File: src/rtl/gcp_pkg.sv
// Shared definitions for the global command processor: register map,
// register field positions and AXI response codes.
package gcp_pkg;

   // Register map (byte addresses within the 4 KiB AXI4-Lite window)
   localparam logic [11:0] ADDR_CTRL       = 12'h000;
   localparam logic [11:0] ADDR_STATUS     = 12'h004;
   localparam logic [11:0] ADDR_IRQ_EN     = 12'h008;
   localparam logic [11:0] ADDR_IRQ_STATUS = 12'h00C;
   localparam logic [11:0] ADDR_PERF       = 12'h010;
   localparam logic [11:0] ADDR_TPC_BASE   = 12'h100;
   localparam int unsigned TPC_STRIDE      = 16;
   localparam int unsigned MAX_TPCS        = 8;

   // Offsets inside one per-TPC register block
   localparam logic [3:0] TPC_OFS_PC   = 4'h0;
   localparam logic [3:0] TPC_OFS_STAT = 4'h4;

   // Field positions
   localparam int unsigned CTRL_START_BIT    = 0;
   localparam int unsigned CTRL_MASK_LSB     = 8;
   localparam int unsigned STAT_BUSY_LSB     = 0;
   localparam int unsigned STAT_DONE_LSB     = 8;
   localparam int unsigned STAT_ERR_LSB      = 16;
   localparam int unsigned STAT_ALL_DONE_BIT = 31;
   localparam int unsigned IRQ_DONE_BIT      = 0;
   localparam int unsigned IRQ_ERR_BIT       = 1;
   localparam int unsigned PC_W              = 20;

   typedef enum logic [1:0] {
      RESP_OKAY   = 2'b00,
      RESP_EXOKAY = 2'b01,
      RESP_SLVERR = 2'b10,
      RESP_DECERR = 2'b11
   } axi_resp_e;

   // True when the address falls in the per-TPC register window
   // (ADDR_TPC_BASE .. ADDR_TPC_BASE + MAX_TPCS*TPC_STRIDE - 1)
   function automatic logic tpc_window(input logic [11:0] addr);
      return (addr[11:7] == ADDR_TPC_BASE[11:7]);
   endfunction

   // TPC index of an address inside the per-TPC window
   function automatic logic [2:0] tpc_index(input logic [11:0] addr);
      return addr[6:4];
   endfunction

endpackage

File: src/rtl/gcp_barrier.sv
// Hardware barrier across the enabled TPCs: releases all of them with a
// one-cycle grant once every enabled TPC is requesting.
module gcp_barrier
   import gcp_pkg::*;
#(
   parameter int unsigned NUM_TPCS = 4
) (
   input  logic                clk,
   input  logic                rst_n,
   input  logic [NUM_TPCS-1:0] en,
   input  logic [NUM_TPCS-1:0] sync_request,
   output logic                global_sync_out,
   output logic [NUM_TPCS-1:0] sync_grant
);

   logic cond;
   logic cond_q;
   logic release_now;

   // Barrier condition and its rising edge; a partial request set never releases
   always_comb begin
      cond        = (en != '0) && ((sync_request & en) == en);
      release_now = cond & ~cond_q;
   end

   // Edge-detect register and registered one-cycle release outputs
   always_ff @(posedge clk or negedge rst_n) begin
      if (!rst_n) begin
         cond_q          <= 1'b0;
         global_sync_out <= 1'b0;
         sync_grant      <= '0;
      end else begin
         cond_q          <= cond;
         global_sync_out <= release_now;
         sync_grant      <= release_now ? en : '0;
      end
   end

endmodule

File: src/rtl/global_cmd_processor.sv
// Global command processor: AXI4-Lite register file that launches the TPCs,
// reports their status, runs the cross-TPC barrier and drives the host IRQ.
// Optional feature macro: GCP_PERF_COUNTER_EN (adds PERF_CYCLES at 0x010).
module global_cmd_processor
   import gcp_pkg::*;
#(
   parameter int unsigned NUM_TPCS = 4
) (
   input  logic                clk,
   input  logic                rst_n,
   input  logic [11:0]         s_axi_awaddr,
   input  logic                s_axi_awvalid,
   output logic                s_axi_awready,
   input  logic [31:0]         s_axi_wdata,
   input  logic [3:0]          s_axi_wstrb,
   input  logic                s_axi_wvalid,
   output logic                s_axi_wready,
   output logic [1:0]          s_axi_bresp,
   output logic                s_axi_bvalid,
   input  logic                s_axi_bready,
   input  logic [11:0]         s_axi_araddr,
   input  logic                s_axi_arvalid,
   output logic                s_axi_arready,
   output logic [31:0]         s_axi_rdata,
   output logic [1:0]          s_axi_rresp,
   output logic                s_axi_rvalid,
   input  logic                s_axi_rready,
   output logic [NUM_TPCS-1:0] tpc_start,
   output logic [PC_W-1:0]     tpc_start_pc [0:NUM_TPCS-1],
   input  logic [NUM_TPCS-1:0] tpc_busy,
   input  logic [NUM_TPCS-1:0] tpc_done,
   input  logic [NUM_TPCS-1:0] tpc_error,
   output logic                global_sync_out,
   input  logic [NUM_TPCS-1:0] sync_request,
   output logic [NUM_TPCS-1:0] sync_grant,
   output logic                irq
);

   logic                wr_hs;
   logic                rd_hs;
   logic [7:0]          mask_q;
   logic [NUM_TPCS-1:0] en;
   logic [PC_W-1:0]     start_pc_q [0:NUM_TPCS-1];
   logic [1:0]          irq_en_q;
   logic [1:0]          irq_status_q;
   logic [1:0]          irq_set;
   logic [1:0]          irq_w1c;
   logic                all_done;
   logic                all_done_q;
   logic                err_any;
   logic                err_any_q;
   logic                wr_ctrl;
   logic                wr_irq_en;
   logic                wr_irq_stat;
   logic                start_issue;
   logic [NUM_TPCS-1:0] wr_pc_sel;
   logic [31:0]         rd_data;
   logic                unused_wr_bits;

   // Write strobes and the upper data bits never reach any register
   assign unused_wr_bits = ^{s_axi_wstrb, s_axi_wdata[31:PC_W]};

   assign wr_hs         = s_axi_awvalid & s_axi_wvalid & ~s_axi_bvalid;
   assign s_axi_awready = wr_hs;
   assign s_axi_wready  = wr_hs;
   assign s_axi_bresp   = RESP_OKAY;
   assign rd_hs         = s_axi_arvalid & ~s_axi_rvalid;
   assign s_axi_arready = rd_hs;
   assign s_axi_rresp   = RESP_OKAY;

   assign en           = mask_q[NUM_TPCS-1:0];
   assign tpc_start_pc = start_pc_q;

   // Write decode and status/interrupt event detection
   always_comb begin
      wr_ctrl     = wr_hs && (s_axi_awaddr == ADDR_CTRL);
      wr_irq_en   = wr_hs && (s_axi_awaddr == ADDR_IRQ_EN);
      wr_irq_stat = wr_hs && (s_axi_awaddr == ADDR_IRQ_STATUS);
      start_issue = wr_ctrl && s_axi_wdata[CTRL_START_BIT];
      wr_pc_sel   = '0;
      for (int unsigned i = 0; i < NUM_TPCS; i++) begin
         wr_pc_sel[i] = wr_hs && tpc_window(s_axi_awaddr)
                        && ({29'd0, tpc_index(s_axi_awaddr)} == i)
                        && (s_axi_awaddr[3:0] == TPC_OFS_PC);
      end
      all_done = (en != '0) && ((tpc_done & en) == en);
      err_any  = |(tpc_error & en);
      irq_set  = {err_any & ~err_any_q, all_done & ~all_done_q};
      irq_w1c  = wr_irq_stat ? s_axi_wdata[1:0] : 2'b00;
   end

   // Write response channel
   always_ff @(posedge clk or negedge rst_n) begin
      if (!rst_n) begin
         s_axi_bvalid <= 1'b0;
      end else if (wr_hs) begin
         s_axi_bvalid <= 1'b1;
      end else if (s_axi_bready) begin
         s_axi_bvalid <= 1'b0;
      end
   end

   // Control registers and the one-cycle start pulse (uses the mask being written)
   always_ff @(posedge clk or negedge rst_n) begin
      if (!rst_n) begin
         mask_q    <= '1;
         irq_en_q  <= '0;
         tpc_start <= '0;
      end else begin
         if (wr_ctrl) begin
            mask_q <= s_axi_wdata[CTRL_MASK_LSB +: 8];
         end
         if (wr_irq_en) begin
            irq_en_q <= s_axi_wdata[1:0];
         end
         tpc_start <= start_issue ? s_axi_wdata[CTRL_MASK_LSB +: NUM_TPCS] : '0;
      end
   end

   // Per-TPC start PC registers
   always_ff @(posedge clk or negedge rst_n) begin
      if (!rst_n) begin
         for (int unsigned i = 0; i < NUM_TPCS; i++) begin
            start_pc_q[i] <= '0;
         end
      end else begin
         for (int unsigned i = 0; i < NUM_TPCS; i++) begin
            if (wr_pc_sel[i]) begin
               start_pc_q[i] <= s_axi_wdata[PC_W-1:0];
            end
         end
      end
   end

   // Interrupt status (set beats same-cycle W1C) and registered irq output
   always_ff @(posedge clk or negedge rst_n) begin
      if (!rst_n) begin
         all_done_q   <= 1'b0;
         err_any_q    <= 1'b0;
         irq_status_q <= '0;
         irq          <= 1'b0;
      end else begin
         all_done_q   <= all_done;
         err_any_q    <= err_any;
         irq_status_q <= irq_set | (irq_status_q & ~irq_w1c);
         irq          <= |(irq_status_q & irq_en_q);
      end
   end

`ifdef GCP_PERF_COUNTER_EN
   logic [31:0] perf_q;
   logic        perf_clr;

   assign perf_clr = (wr_hs && (s_axi_awaddr == ADDR_PERF)) || start_issue;

   // Busy-cycle counter; clearing takes priority over counting
   always_ff @(posedge clk or negedge rst_n) begin
      if (!rst_n) begin
         perf_q <= '0;
      end else if (perf_clr) begin
         perf_q <= '0;
      end else if (|(tpc_busy & en)) begin
         perf_q <= perf_q + 32'd1;
      end
   end
`endif

   // Read data mux; unmapped addresses return zero
   always_comb begin
      rd_data = '0;
      if (s_axi_araddr == ADDR_CTRL) begin
         rd_data[CTRL_MASK_LSB +: 8] = mask_q;
      end else if (s_axi_araddr == ADDR_STATUS) begin
         rd_data[STAT_BUSY_LSB +: 8]    = 8'(tpc_busy);
         rd_data[STAT_DONE_LSB +: 8]    = 8'(tpc_done);
         rd_data[STAT_ERR_LSB +: 8]     = 8'(tpc_error);
         rd_data[STAT_ALL_DONE_BIT]     = all_done;
      end else if (s_axi_araddr == ADDR_IRQ_EN) begin
         rd_data[1:0] = irq_en_q;
      end else if (s_axi_araddr == ADDR_IRQ_STATUS) begin
         rd_data[IRQ_ERR_BIT:IRQ_DONE_BIT] = irq_status_q;
      end
`ifdef GCP_PERF_COUNTER_EN
      else if (s_axi_araddr == ADDR_PERF) begin
         rd_data = perf_q;
      end
`endif
      else if (tpc_window(s_axi_araddr)) begin
         for (int unsigned i = 0; i < NUM_TPCS; i++) begin
            if ({29'd0, tpc_index(s_axi_araddr)} == i) begin
               if (s_axi_araddr[3:0] == TPC_OFS_PC) begin
                  rd_data[PC_W-1:0] = start_pc_q[i];
               end else if (s_axi_araddr[3:0] == TPC_OFS_STAT) begin
                  rd_data[2:0] = {tpc_error[i], tpc_done[i], tpc_busy[i]};
               end
            end
         end
      end
   end

   // Read data channel
   always_ff @(posedge clk or negedge rst_n) begin
      if (!rst_n) begin
         s_axi_rvalid <= 1'b0;
         s_axi_rdata  <= '0;
      end else if (rd_hs) begin
         s_axi_rvalid <= 1'b1;
         s_axi_rdata  <= rd_data;
      end else if (s_axi_rready) begin
         s_axi_rvalid <= 1'b0;
      end
   end

   gcp_barrier #(
      .NUM_TPCS(NUM_TPCS)
   ) u_barrier (
      .clk             (clk),
      .rst_n           (rst_n),
      .en              (en),
      .sync_request    (sync_request),
      .global_sync_out (global_sync_out),
      .sync_grant      (sync_grant)
   );

endmodule

File: config.mk
export PLATFORM = sky130hd
export DESIGN_NAME = global_cmd_processor
export DESIGN_NICKNAME = d
export VERILOG_FILES = /design/src/rtl/gcp_pkg.sv /design/src/rtl/gcp_barrier.sv /design/src/rtl/global_cmd_processor.sv
export SDC_FILE = /design/constraint.sdc
export NUM_CORES = 1
export LEC_CHECK = 0
export BUFFER_PORTS_ARGS = -buffer_cell sky130_fd_sc_hd__clkbuf_2
export CAP_MARGIN = 20
export CORE_ASPECT_RATIO = 1.5
export CORE_UTILIZATION = 50
export DETAILED_ROUTE_END_ITERATION = 8
export HOLD_SLACK_MARGIN = 0.03
export PLACE_DENSITY = 0.85
export SLEW_MARGIN = 20
export SYNTH_ARGS = -nofsm -noshare
export SYNTH_HDL_FRONTEND = slang
export SYNTH_SLANG_ARGS = --single-unit
File: constraint.sdc
create_clock -name clk -period 1.87 [get_ports clk]
set_input_delay 0.187 -clock clk [delete_from_list [all_inputs] [get_ports clk]]
set_output_delay 0.187 -clock clk [all_outputs]
set_load 0.005 [all_outputs]
After elaboration in Yosys (flattened, before gate mapping)
Index checks and enable logic that the tools add are counted.

Input port bits: 83. Register bits: 132. Word-level logic and storage cells: 116. Output and inout port bits: 131.

Multiplexer cells: 39. Reductions and logical operators: 26. Bitwise logic cells: 18. Eq/ne operators: 16.

Operators with widths (count): 2-to-1 mux 20 bit (11); 2-to-1 mux 17 bit (4); == test 12 x 4 -> 1 bit, second input constant (4); 2-to-1 mux 18 bit (2); zero test 12 bit (2); 2-to-1 mux 3 bit (8); 2-to-1 mux 8 bit (2); logical AND 1 bit (15); AND 4 bit (3); == test 12 x 3 -> 1 bit, second input constant (1); == test 3 x 2 -> 1 bit, second input constant (4); 2-to-1 mux 4 bit (3); == test 5 x 2 -> 1 bit, second input constant (2); == test 4 bit (2); zero test 4 bit (2); AND 1 bit (6); == test 3 x 1 -> 1 bit, second input constant (2); zero test 3 bit (2); 2-to-1 mux 1 bit (6); 2-to-1 mux 2 bit (3); NOT 1 bit (5); AND 2 bit (2); == test 4 x 3 -> 1 bit, second input constant (1); nonzero test 2 bit (2); other kinds (5) (5).

Depth between registers and ports, before layout
Gate-level depths: netlist of run 1.

Depth in word-level cells: 23. Depth in mapped cells: 8. Depth with buffers taken out: 6.

Hierarchy
From an unflattened synthesis of run 1, not the netlist that was laid out.

Cells, all modules: 458. Area, all modules: 6127.1 µm².

Modules (own cells, without submodules): global_cmd_processor (area an instance 5880.6 µm², times used 1, seq. area each 3062.9 µm², cells each 440); gcp_barrier (area an instance 246.5 µm², times used 1, seq. area each 150.1 µm², cells each 18).

Worst setup path after synthesis of run 1
OpenSTA, ideal clock, no wires.

Path type: input-to-reg. From: input s_axi_awaddr[6]. To: register start_pc_q, in the netlist tpc_start_pc[0]. Slack: -0.094 ns. Arrival time: 1.839 ns. Setup time: 0.125 ns. Path buffers: 1. Cell stages on the path: 6. Required time: 1.745 ns. Cell sequence: or4_4 > nor4_4 > and3_2 > and3_2 > buf_6 > mux2_2.

Cells in the longest elaborated chain, start to end: 3.

RTL lines: start: declaration (RTL line global_cmd_processor.sv:11) `input logic [11:0] s_axi_awaddr,`; == test 3 x 2 -> 1 bit (RTL line global_cmd_processor.sv:83) `&& ({29'd0, tpc_index(s_axi_awaddr)} == i)`; logical AND 1 bit (RTL line global_cmd_processor.sv:83); logical AND 1 bit (RTL line global_cmd_processor.sv:84) `&& (s_axi_awaddr[3:0] == TPC_OFS_PC);`; end signal: indexed assignment (RTL line global_cmd_processor.sv:129) `start_pc_q[i] <= s_axi_wdata[PC_W-1:0];`; end: declaration (RTL line global_cmd_processor.sv:43) `logic [PC_W-1:0] start_pc_q [0:NUM_TPCS-1];`.

Every way passes these cells. A chain may end at the register's enable or synchronous reset.

Final worst setup path of run 1
From: register s_axi_bvalid. To: register start_pc_q, in the netlist tpc_start_pc[5].

Cells in the longest elaborated chain, start to end: 5.

RTL lines: start: declaration (RTL line global_cmd_processor.sv:19) `output logic s_axi_bvalid,`; start signal: assignment (RTL line global_cmd_processor.sv:95) `s_axi_bvalid <= 1'b0;`; start signal: assignment (RTL line global_cmd_processor.sv:97) `s_axi_bvalid <= 1'b1;`; start signal: assignment (RTL line global_cmd_processor.sv:99) `s_axi_bvalid <= 1'b0;`; NOT 1 bit (RTL line global_cmd_processor.sv:63) `assign wr_hs = s_axi_awvalid & s_axi_wvalid & ~s_axi_bvalid;`; AND 1 bit (RTL line global_cmd_processor.sv:63); logical AND 1 bit (RTL line global_cmd_processor.sv:82) `wr_pc_sel[i] = wr_hs && tpc_window(s_axi_awaddr)`; logical AND 1 bit (RTL line global_cmd_processor.sv:83); logical AND 1 bit (RTL line global_cmd_processor.sv:84).

Every way passes these cells.

==> results.md, run 1 <==
* H-tree levels at 4
* Library cells used by synthesis at 48
* Worst min path class: in -> reg
* Final Cycle Share at 101%
* GRT overflow at 0
* CP max FO at 5
* Root Buffer: clkbuf_16
* GRT Util Overall at 27.6%
* Iteration count of the initial detailed-routing pass at 4
* Design area at 7760 um^2
* Antenna violations before repair at 0
* Diodes inserted at 0
* Sequential share of the synthesized area at 54.3%
* Total CTS buffers at 17
* Dpl hpwl at 12.2 mm
* Max Cap Viol at 0
* Synthesized instance count at 445
* Status: complete, but fails checks
* # placed instances at 776
* Most common cell after layout, fill and taps aside: clkbuf_2
* Largest net degree at the start of global routing at 50
* Post-synth EDFFs at 0
* Fin worst setup slack at -14.3 ps
* Violated checks: negative setup slack
* Final setup fails at 7
* Initial core utilization at 51.4%
* Flops & latches, synth at 128
* Post-Route WL at 16.9 mm
* Area Overhead vs Synth at 31.0%
* Most frequent cells in the layout: clkbuf_2, dfrtp_1, mux2_2
* Fill cells at 866
* TritonCTS clock tree: built
* Final Net Count at 735
* Peak Freq at 531 MHz
* VDD IR max at 0.728 mV
* Min cycle time layout at 1880 ps
* Post-synthesis cell area at 5920 um^2
* Core Region at 11,500 um^2
* Violation count after the first detailed-route iteration at 322
* Clock skew at 6.12 ps
* Std-Cell Rows at 48
* Async SR Flop Fraction at 100%
* I/O Buffers at 182
* Fin Hold WS at 53.7 ps
* Syn. warnings at 0
* Placer Congestion at 0.872
* Clock transition at path regs at 50 ps
* Relative max-transition margin at 59.1%
* Antenna Nets Post-Route at 0
* Dominant synthesized flop cell: dfrtp_1
* Crit Path Category: reg -> reg
* Syn_area_per_cell at 13.3 um^2
* Slew Limit Fails at 0
* Slew @ Worst Pin at 608 ps
* CP Launch Type: flip-flop
* Placed cell areas at 7090 um^2
* Die area at 12,300 um^2
* Clock Latency Late Sink at 410 ps
* I/O Pins at 214
* Vias in the first global route at 4,777
* Power, Total at 6.52 mW
* Via Count at 4,677
* Dpl ws at -210 ps
* Critical path endpoint category: flip-flop
* Critical Path RT at 2160 ps
* DR DRC count at 0
* Clk buf depth at 2
* Routed len/inst at 20.8 um
* Chip height at 135 um
* Arr. time, crit path at 2170 ps
* Fraction of final layout cells sized beyond drive strength 1 at 54.4%
* Vias per Instance at 5.75
* First-pass GRT wire length at 25.5 mm
* RSZ-0062 raised after global routing: yes
* Die X at 90.9 um
* Final cell count without fillers at 814
* Final count of hold timing violations at 0
* CTS Sinks at 128
* LEAKAGE at 4.11 nW
* Cell Pwr Density at 840 nW/um^2
[synthesized netlist by cell type (3+ instances only)]
| cell type | instances | share of area, % |
|---|---|---|
| a21oi_1 | 5 | 0.42 |
| a22o_1 | 6 | 0.89 |
| mux2_2 | 89 | 17 |
| dfrtp_1 | 120 | 51 |
| nor3_1 | 7 | 0.59 |
| buf_6 | 6 | 1.1 |
| nor4_1 | 3 | 0.32 |
| nand2_1 | 24 | 1.5 |
| o21ai_0 | 15 | 1.3 |
| a221oi_1 | 10 | 1.5 |
| a22oi_1 | 5 | 0.63 |
| nand3_1 | 4 | 0.34 |
| clkbuf_1 | 8 | 0.51 |
| and2_1 | 4 | 0.42 |
| and3_1 | 6 | 0.63 |
| buf_4 | 16 | 2.0 |
| inv_1 | 11 | 0.70 |
| buf_2 | 8 | 0.68 |
| nor2_1 | 21 | 1.3 |
| o22ai_1 | 6 | 0.63 |
| a31oi_1 | 3 | 0.32 |
| mux2i_1 | 7 | 1.2 |
| mux4_2 | 17 | 6.5 |
| dfstp_2 | 8 | 3.5 |
| nand2b_1 | 4 | 0.42 |
[timing repair]
action                                 in CTS  in global routing
endpoints found under the hold margin      31                  0
setup buffers                               0                  3
setup endpoints to repair                  20                 20
gates resized for setup                     1                  8
cloned                                      0                  1
pin swaps                                   0                  0
hold buffers                                3                  0
[sequential cells by signal (all words and copies together) (netlist names), 2 cells and up]
| register | flops |
|---|---|
| u_barrier.sync_grant | 4 |
| tpc_start_pc | 80 |
| mask_q | 8 |
| irq_en_q | 2 |
| s_axi_rdata | 21 |
| tpc_start | 4 |
| irq_status_q | 2 |
[cells by family (layout without fill, tap and decap cells)]
| logic type | after synthesis | after routing | synth area share [%] |
|---|---|---|---|
| buffers and inverters | 50 | 255 | 5.11 |
| DFF | 128 | 128 | 54.3 |
| and+or+nand+nor | 92 | 92 | 8.70 |
| muxes | 114 | 114 | 24.8 |
| other | 1 | 15 | 0.0633 |
| AOI/OAI and AO/OA | 60 | 60 | 7.10 |
[stage by stage]
stage          TNS [ps]  util [%]
4_1_cts               0      66.6
5_1_grt           -2630      67.3
2_1_floorplan     -1400         -
3_5_place_dp      -7730      61.5
3_3_place_gp      -6020      61.5
6_report          -41.7      67.3
[cell type report]
class	instances	area (um^2)	share of cell area (%)
Multi-Input combinational cell	281	2500	32.2
Sequential cell	128	3210	41.4
Clock inverter	6	82.6	1.06
Clock buffer	25	475	6.13
Timing Repair Buffer	213	1260	16.2
Inverter	11	41.3	0.532
Tap cell	150	188	2.42
[worst max-delay path: stages (launching register included)]
cell and delay (ps):
dfrtp_1 380, nand3b_1 220, nor3_2 180, and3_4 220
and3_4 270, clkbuf_16 170, mux2_2 330
[layer usage]
layer  vias up  GRT usage, %  share of wire, %
met5         -             0                 0
met4         0          15.2               4.1
met3        55          7.91               7.1
met2       255          47.1                53
met1      2329          31.2                36
li1       2038             -                 -
[path summary, 6_finish.rpt]
path	startpoint	end	slack (ps)	cells after the start
setup / recovery	s_axi_bvalid	tpc_start_pc[5]	-10	6
setup reg to reg	s_axi_bvalid	tpc_start_pc[5]	-10	6
max in group asynchronous	rst_n	mask_q[5]	860	3
hold reg to reg	all_done_q	irq_status_q[0]	410	1
min in group asynchronous	rst_n	tpc_start_pc[34]	290	2
hold / removal	tpc_busy[0]	s_axi_rdata[0]	50	3
[report_power, final]
group / switching (mW) / internal [mW] / total (mW) / leakage, nW
logic: 0.305 / 0.205 / 0.510 / 2.12
clock network: 1.12 / 2.02 / 3.13 / 0.271
registers: 0.0413 / 2.83 / 2.87 / 1.72
Power figures use the tool's default switching activity.
==> run 2: changes to the inputs <==
- CELL_PAD_IN_SITES_DETAIL_PLACEMENT: not set -> 0
- CELL_PAD_IN_SITES_GLOBAL_PLACEMENT: not set -> 1
- CORE_UTILIZATION: 50 -> 39
==> run 2 against run 1 <==
Effect of this change:
- the flow still finishes with violations (negative setup slack)
- maximum frequency hardly changed
- combinational power increased by 2%
- clock skew is 0.80 ps higher
- critical path type unchanged
==> results.md, run 2 (synthesis gave the netlist of run 1 again) <==
* Sw Pwr at 1.53 mW (+4.3%)
* Total CTS buffers at 17 (unchanged)
* CP Launch Point: s_axi_bvalid
* Fin worst setup slack at -14.1 ps (+0.227 ps)
* Final Cycle Share at 101% (about the same)
* Dpl hpwl at 12.5 mm (+2.7%)
* Area Overhead vs Synth at 32.5%
* # placed instances at 828 (+6.7%)
* Internal at 5.02 mW (-0.60%)
* Critical path endpoint category: flip-flop
* Power, Total at 6.55 mW (+0.51%)
* Fraction of final layout cells sized beyond drive strength 1 at 55.3% (+0.92 points)
* H-tree levels at 4 (unchanged)
* Antenna violations before repair at 0 (unchanged)
* Combinational Power Share at 7.9% (about the same)
* Final Net Count at 741 (+0.82%)
* Largest register FFs at 80 (unchanged)
* GRT Util Overall at 22.5% (-5.1 points)
* Worst min path class: in -> reg
* Worst Min Path Start: s_axi_wdata[11]
* Status: complete, but fails checks
* CP Launch Type: flip-flop
* Clock transition at path regs at 60 ps (about the same)
* Peak Freq at 531 MHz (about the same)
* Clock Latency Late Sink at 410 ps (about the same)
* Die area at 15,700 um^2 (+28%)
* CTS Sinks at 128 (unchanged)
* Relative max-transition margin at 63.8% (+4.7 points)
* Die X at 103 um (+13%)
* Chip height at 153 um (+13%)
* Global-route track usage on met1 at 26.6% (-4.6 points)
* First-pass GRT wire length at 26.0 mm (+1.8%)
* Vias in the first global route at 4,722 (-1.2%)
* Min cycle time layout at 1880 ps (-0.227 ps)
* Most common cell after layout, fill and taps aside: clkbuf_2
* Core Region at 14,700 um^2 (+27%)
* Final setup fails at 11 (+4)
* Initial core utilization at 40.4% (-11 points)
* Vias per Instance at 5.37 (-6.6%)
* Placer Congestion at 0.830 (-4.8%)
* LEAKAGE at 4.14 nW (+0.57%)
* Clock skew at 6.92 ps (+0.799 ps)
* Diodes inserted at 0 (unchanged)
* Met2 Usage GRT at 37.5% (-9.6 points)
* Most frequent cells in the layout: clkbuf_2, dfrtp_1, mux2_2
* Clk buf depth at 2 (unchanged)
* Violated checks: negative setup slack
* RSZ-0062 raised after global routing: yes
* Std-Cell Rows at 54 (+13%)
* Violation count after the first detailed-route iteration at 305 (-5.3%)
* Max Cap Viol at 0 (unchanged)
* I/O Pins at 214 (unchanged)
* Antenna Nets Post-Route at 0 (unchanged)
* Final count of hold timing violations at 0 (unchanged)
* DR DRC count at 0 (unchanged)
* I/O Buffers at 182 (unchanged)
* Final cell count without fillers at 867 (+6.5%)
* Iteration count of the initial detailed-routing pass at 5 (+1)
* GRT overflow at 0 (unchanged)
* Cell Pwr Density at 835 nW/um^2 (-0.60%)
* Critical R2R Launch: s_axi_bvalid
* TritonCTS clock tree: built
* Most used routing layer: met2
* Slew Limit Fails at 0 (unchanged)
* Arr. time, crit path at 2180 ps (about the same)
* Fill cells at 1,306 (+51%)
* Crit Path Category: reg -> reg
* Routed len/inst at 19.7 um (-5.2%)
* Met3 GRT Util at 4.62% (-3.3 points)
* Root Buffer: clkbuf_16
* Util after Layout at 53.5% (-14 points)
* Seq pwr share at 43.7% (-0.4 points)
* Slew @ Worst Pin at 538 ps (-70.1 ps)
* Post-Route WL at 17.1 mm (+0.98%)
* VDD IR max at 0.563 mV (-23%)
* CP max FO at 10 (+5)
* Largest net degree at the start of global routing at 66 (+32%)
* Via Count at 4,655 (-0.47%)
* Clock power frac at 48.4% (+0.3 points)
* Net Sw Frac at 23.3% (+0.85 points)
* Critical Path RT at 2170 ps (about the same)
## run 2: critical path: stages (launching register included)
cell and delay [ps]:
dfrtp_1 370, nand3b_1 210, nor3_2 170, and3_4 230, and3_4 240, clkbuf_16 180, mux2_2 340
## run 2: area by class of cell
cell class                      count  area, um^2  share of cell area [%]
Clock inverter                     11         116                    1.48
Sequential cell                   128        3210                    41.0
Tap cell                          196         245                    3.13
Multi-Input combinational cell    281        2500                    31.9
Clock buffer                       21         450                    5.74
Timing Repair Buffer              219        1280                    16.3
Inverter                           11        41.3                   0.526
## run 2: repair_timing
action	CTS	global route
hold buffers	3	0
setup endpoints to repair	20	26
hold endpoints to repair	28	0
gates resized for setup	1	8
gates cloned	0	1
pin swaps	0	0
buffers inserted	0	3
## run 2: final timing paths
path / end / slack [ps] / depth (start not counted)
hold reg to reg: irq_status_q[0] / 420 / 1
max in group asynchronous: s_axi_rdata[18] / 880 / 3
min in group asynchronous: tpc_start_pc[15] / 290 / 2
setup / recovery: tpc_start_pc[15] / -10 / 6
hold / removal: mask_q[3] / 50 / 3
setup reg to reg: tpc_start_pc[15] / -10 / 6
## run 2: metal layers
| layer | vias to the layer above | share of wire [%] |
|---|---|---|
| li1 | 2042 | - |
| met1 | 2343 | 38 |
| met2 | 215 | 51 |
| met3 | 55 | 6.1 |
| met4 | 0 | 4.4 |
| met5 | - | 0 |
## run 2: power groups by stage
stage | Combinational [mW] | Clock (mW) | Sequential, mW
after floorplan | 0.213 | 0 | 2.91
after global placement | 0.494 | 0 | 2.91
after detailed placement | 0.508 | 0 | 2.91
after CTS | 0.516 | 3.21 | 2.86
after global routing | 0.568 | 3.32 | 2.87
final | 0.518 | 3.17 | 2.86
## run 2: through the flow
step	TNS, ps	area (um^2)	setup slack [ps]	hold slack, ps
5_1_grt	-761	7850	-56.1	52.1
3_5_place_dp	-11500	7170	-239	185
2_1_floorplan	-1400	5980	-69.8	-109
3_3_place_gp	-9390	7170	-204	174
6_report	-95.8	7850	-14.1	47.2
4_1_cts	0	7770	14.8	39.4
==> run 3: changes to the inputs <==
- CORE_UTILIZATION: 39 -> 42
- PLACE_DENSITY: 0.85 -> 0.91
- clock period: 1.87 -> 2.2 ns (I/O delays scaled with it)
==> run 3 against run 2 <==
Effect of this change:
- the run now ends clean
- clock power is 17% lower
- die area is 7.0% lower
- hold slack better by 42 ps
- largest cell class unchanged
- sequential power is 15% lower
==> results.md, run 3 (synthesis gave the netlist of run 1 again) <==
* Status: finished clean
* CP Launch Type: flip-flop
* Crit-path slowest cell: dfrtp_1
* Most common cell after layout, fill and taps aside: clkbuf_2
* Post-Route WL at 16.5 mm (-3.6%)
* Root Buffer: clkbuf_16
* Most frequent cells in the layout: clkbuf_2, dfrtp_1, mux2_2
* Post-CTS setup repair buffer count at 0 (unchanged)
* Dpl ws at 62.9 ps (+302 ps)
* First-pass GRT wire length at 25.9 mm (about the same)
* Final Cycle Share at 86.3% (-14 points)
* Routed len/inst at 20.0 um (+1.5%)
* Initial core utilization at 43.5% (+3.2 points)
* Final setup fails at 0 (-11)
* CTS Sinks at 128 (unchanged)
* Total CTS buffers at 17 (unchanged)
* Clock power frac at 47.9% (-0.5 points)
* Violation count after the first detailed-route iteration at 278 (-8.9%)
* Net Sw Frac at 22.5% (-0.79 points)
* Combinational Power Share at 7.6% (-0.3 points)
* Core Region at 13,600 um^2 (-7.3%)
* Reg2reg end: tpc_start_pc[4]
* Chip height at 147 um (-3.6%)
* Vias per Instance at 5.54 (+3.1%)
* Antenna Nets Post-Route at 0 (unchanged)
* Clock transition at path regs at 50 ps (about the same)
* Clk buf depth at 2 (unchanged)
* CP Launch Point: s_axi_bvalid
* Slew @ Worst Pin at 578 ps (+39.8 ps)
* GRT Util Overall at 23.9% (+1.4 points)
* VDD IR max at 0.540 mV (-4.1%)
* Fin worst setup slack at 301 ps (+315 ps)
* Relative max-transition margin at 61.1% (-2.7 points)
* Min cycle time layout at 1900 ps (+14.7 ps)
* LEAKAGE at 4.07 nW (-1.7%)
* I/O Pins at 214 (unchanged)
* CP max stage delay at 390 ps (+20 ps)
* CTS resizes at 0 (-1)
* DR DRC count at 0 (unchanged)
* Peak Freq at 527 MHz (-0.78%)
* Via Count at 4,556 (-2.1%)
* Arr. time, crit path at 2190 ps (about the same)
* Clock skew at 8.76 ps (+1.84 ps)
* Worst min path class: in -> reg
* Cell with the most instances on the worst path: and3_2
* Diodes inserted at 0 (unchanged)
* Largest net degree at the start of global routing at 50 (-24%)
* Critical path endpoint category: flip-flop
* Std-Cell Rows at 52 (-3.7%)
* Seq pwr share at 44.5% (+0.8 points)
* Sw Pwr at 1.23 mW (-19%)
* Final Net Count at 731 (-1.3%)
* GRT overflow at 0 (unchanged)
* Vias in the first global route at 4,852 (+2.8%)
* H-tree levels at 4 (unchanged)
* Max Cap Viol at 0 (unchanged)
* TritonCTS clock tree: built
* Area Overhead vs Synth at 29.1%
* Antenna violations before repair at 0 (unchanged)
* Power, Total at 5.47 mW (-16%)
* Critical R2R Launch: s_axi_bvalid
* Register area at 3210 um^2 (unchanged)
* Fill cells at 1,142 (-13%)
* Fin Hold WS at 88.8 ps (+41.7 ps)
* Critical Path End: tpc_start_pc[4]
* Reg2Reg Depth at 6 (unchanged)
* Crit Path Category: reg -> reg
* Area of the multi-input gates at 2460 um^2 (-1.7%)
* Cell Pwr Density at 716 nW/um^2 (-14%)
* Iteration count of the initial detailed-routing pass at 4 (-1)
* Critical Path RT at 2490 ps (+320 ps)
* Placer Congestion at 0.962 (+16%)
* CP max FO at 6 (-4)
* RSZ-0062 raised after global routing: no
* Die area at 14,600 um^2 (-7.0%)
* Placed cell areas at 7060 um^2 (-1.5%)
* Die X at 99.0 um (-3.6%)
* Worst Min Path Start: s_axi_wdata[18]
* Setup TNS at 0 ps (+95.8 ps)
* Clock Latency Late Sink at 410 ps (about the same)
* I/O Buffers at 182 (unchanged)
* Fraction of final layout cells sized beyond drive strength 1 at 54.0% (-1.3 points)
* Largest register FFs at 80 (unchanged)
* Slew Limit Fails at 0 (unchanged)
* Design area at 7650 um^2 (-2.6%)
* Internal at 4.24 mW (-16%)
* Reg2reg setup slack at 300 ps (+320 ps)
* Final count of hold timing violations at 0 (unchanged)
* Dpl hpwl at 12.4 mm (-0.86%)
* Cell chain of the critical path: nand3b_1 -> nor3_1 -> and3_2 -> and3_2 -> buf_4 -> mux2_2
* WHS Path Cells at 2 (-1)
-- run 3: cell type report --
type,instances,share of cell area [%]
tap,162,2.65
timing repair buffer,209,15.3
clock inverter,6,0.753
inverter,11,0.540
sequential,128,42.0
clock buffer,26,6.53
multi-input combinational,281,32.2
-- run 3: through the flow --
step	cells	util (%)
after floorplan	459	-
after global placement	788	51.9
after detailed placement	788	51.9
after CTS	823	56.2
after global routing	823	56.2
final	823	56.2
-- run 3: repair_timing --
item,4_1_cts,5_1_grt
hold endpoints to repair,27,0
setup endpoints to repair,0,0
hold buffers,3,0
-- run 3: power by group through the flow --
stage	Combinational, mW	Sequential (mW)	Clock [mW]
2_1_floorplan	0.181	2.47	0
3_3_place_gp	0.404	2.47	0
3_5_place_dp	0.413	2.47	0
4_1_cts	0.419	2.43	2.68
5_1_grt	0.461	2.44	2.78
6_report	0.417	2.43	2.62
-- run 3: how the worst min path moves through the flow --
| stage | to | slack [ps] |
|---|---|---|
| finish | tpc_start_pc[38] | 90 |
| CTS | s_axi_rdata[0] | 60 |
| global route | tpc_start_pc[62] | 80 |
| global placement | tpc_start_pc[52] | 160 |
| floorplan | all_done_q | -80 |
| detailed placement | tpc_start_pc[52] | 170 |
-- run 3: layer usage --
layer | GRT usage [%] | vias to the layer above | part of all wire, %
li1 | - | 2026 | -
met1 | 27.1 | 2264 | 39
met2 | 39.8 | 216 | 50
met3 | 5.67 | 50 | 5.5
met4 | 16.2 | 0 | 5.3
met5 | 0 | - | 0
-- run 3: critical path, delay by kind of cell (launching register included) --
kind	cells	cell delay (ps)
AND/OR/NAND/NOR	4	880
flip-flops	1	390
buffers and inverters	1	170
multiplexers	1	340
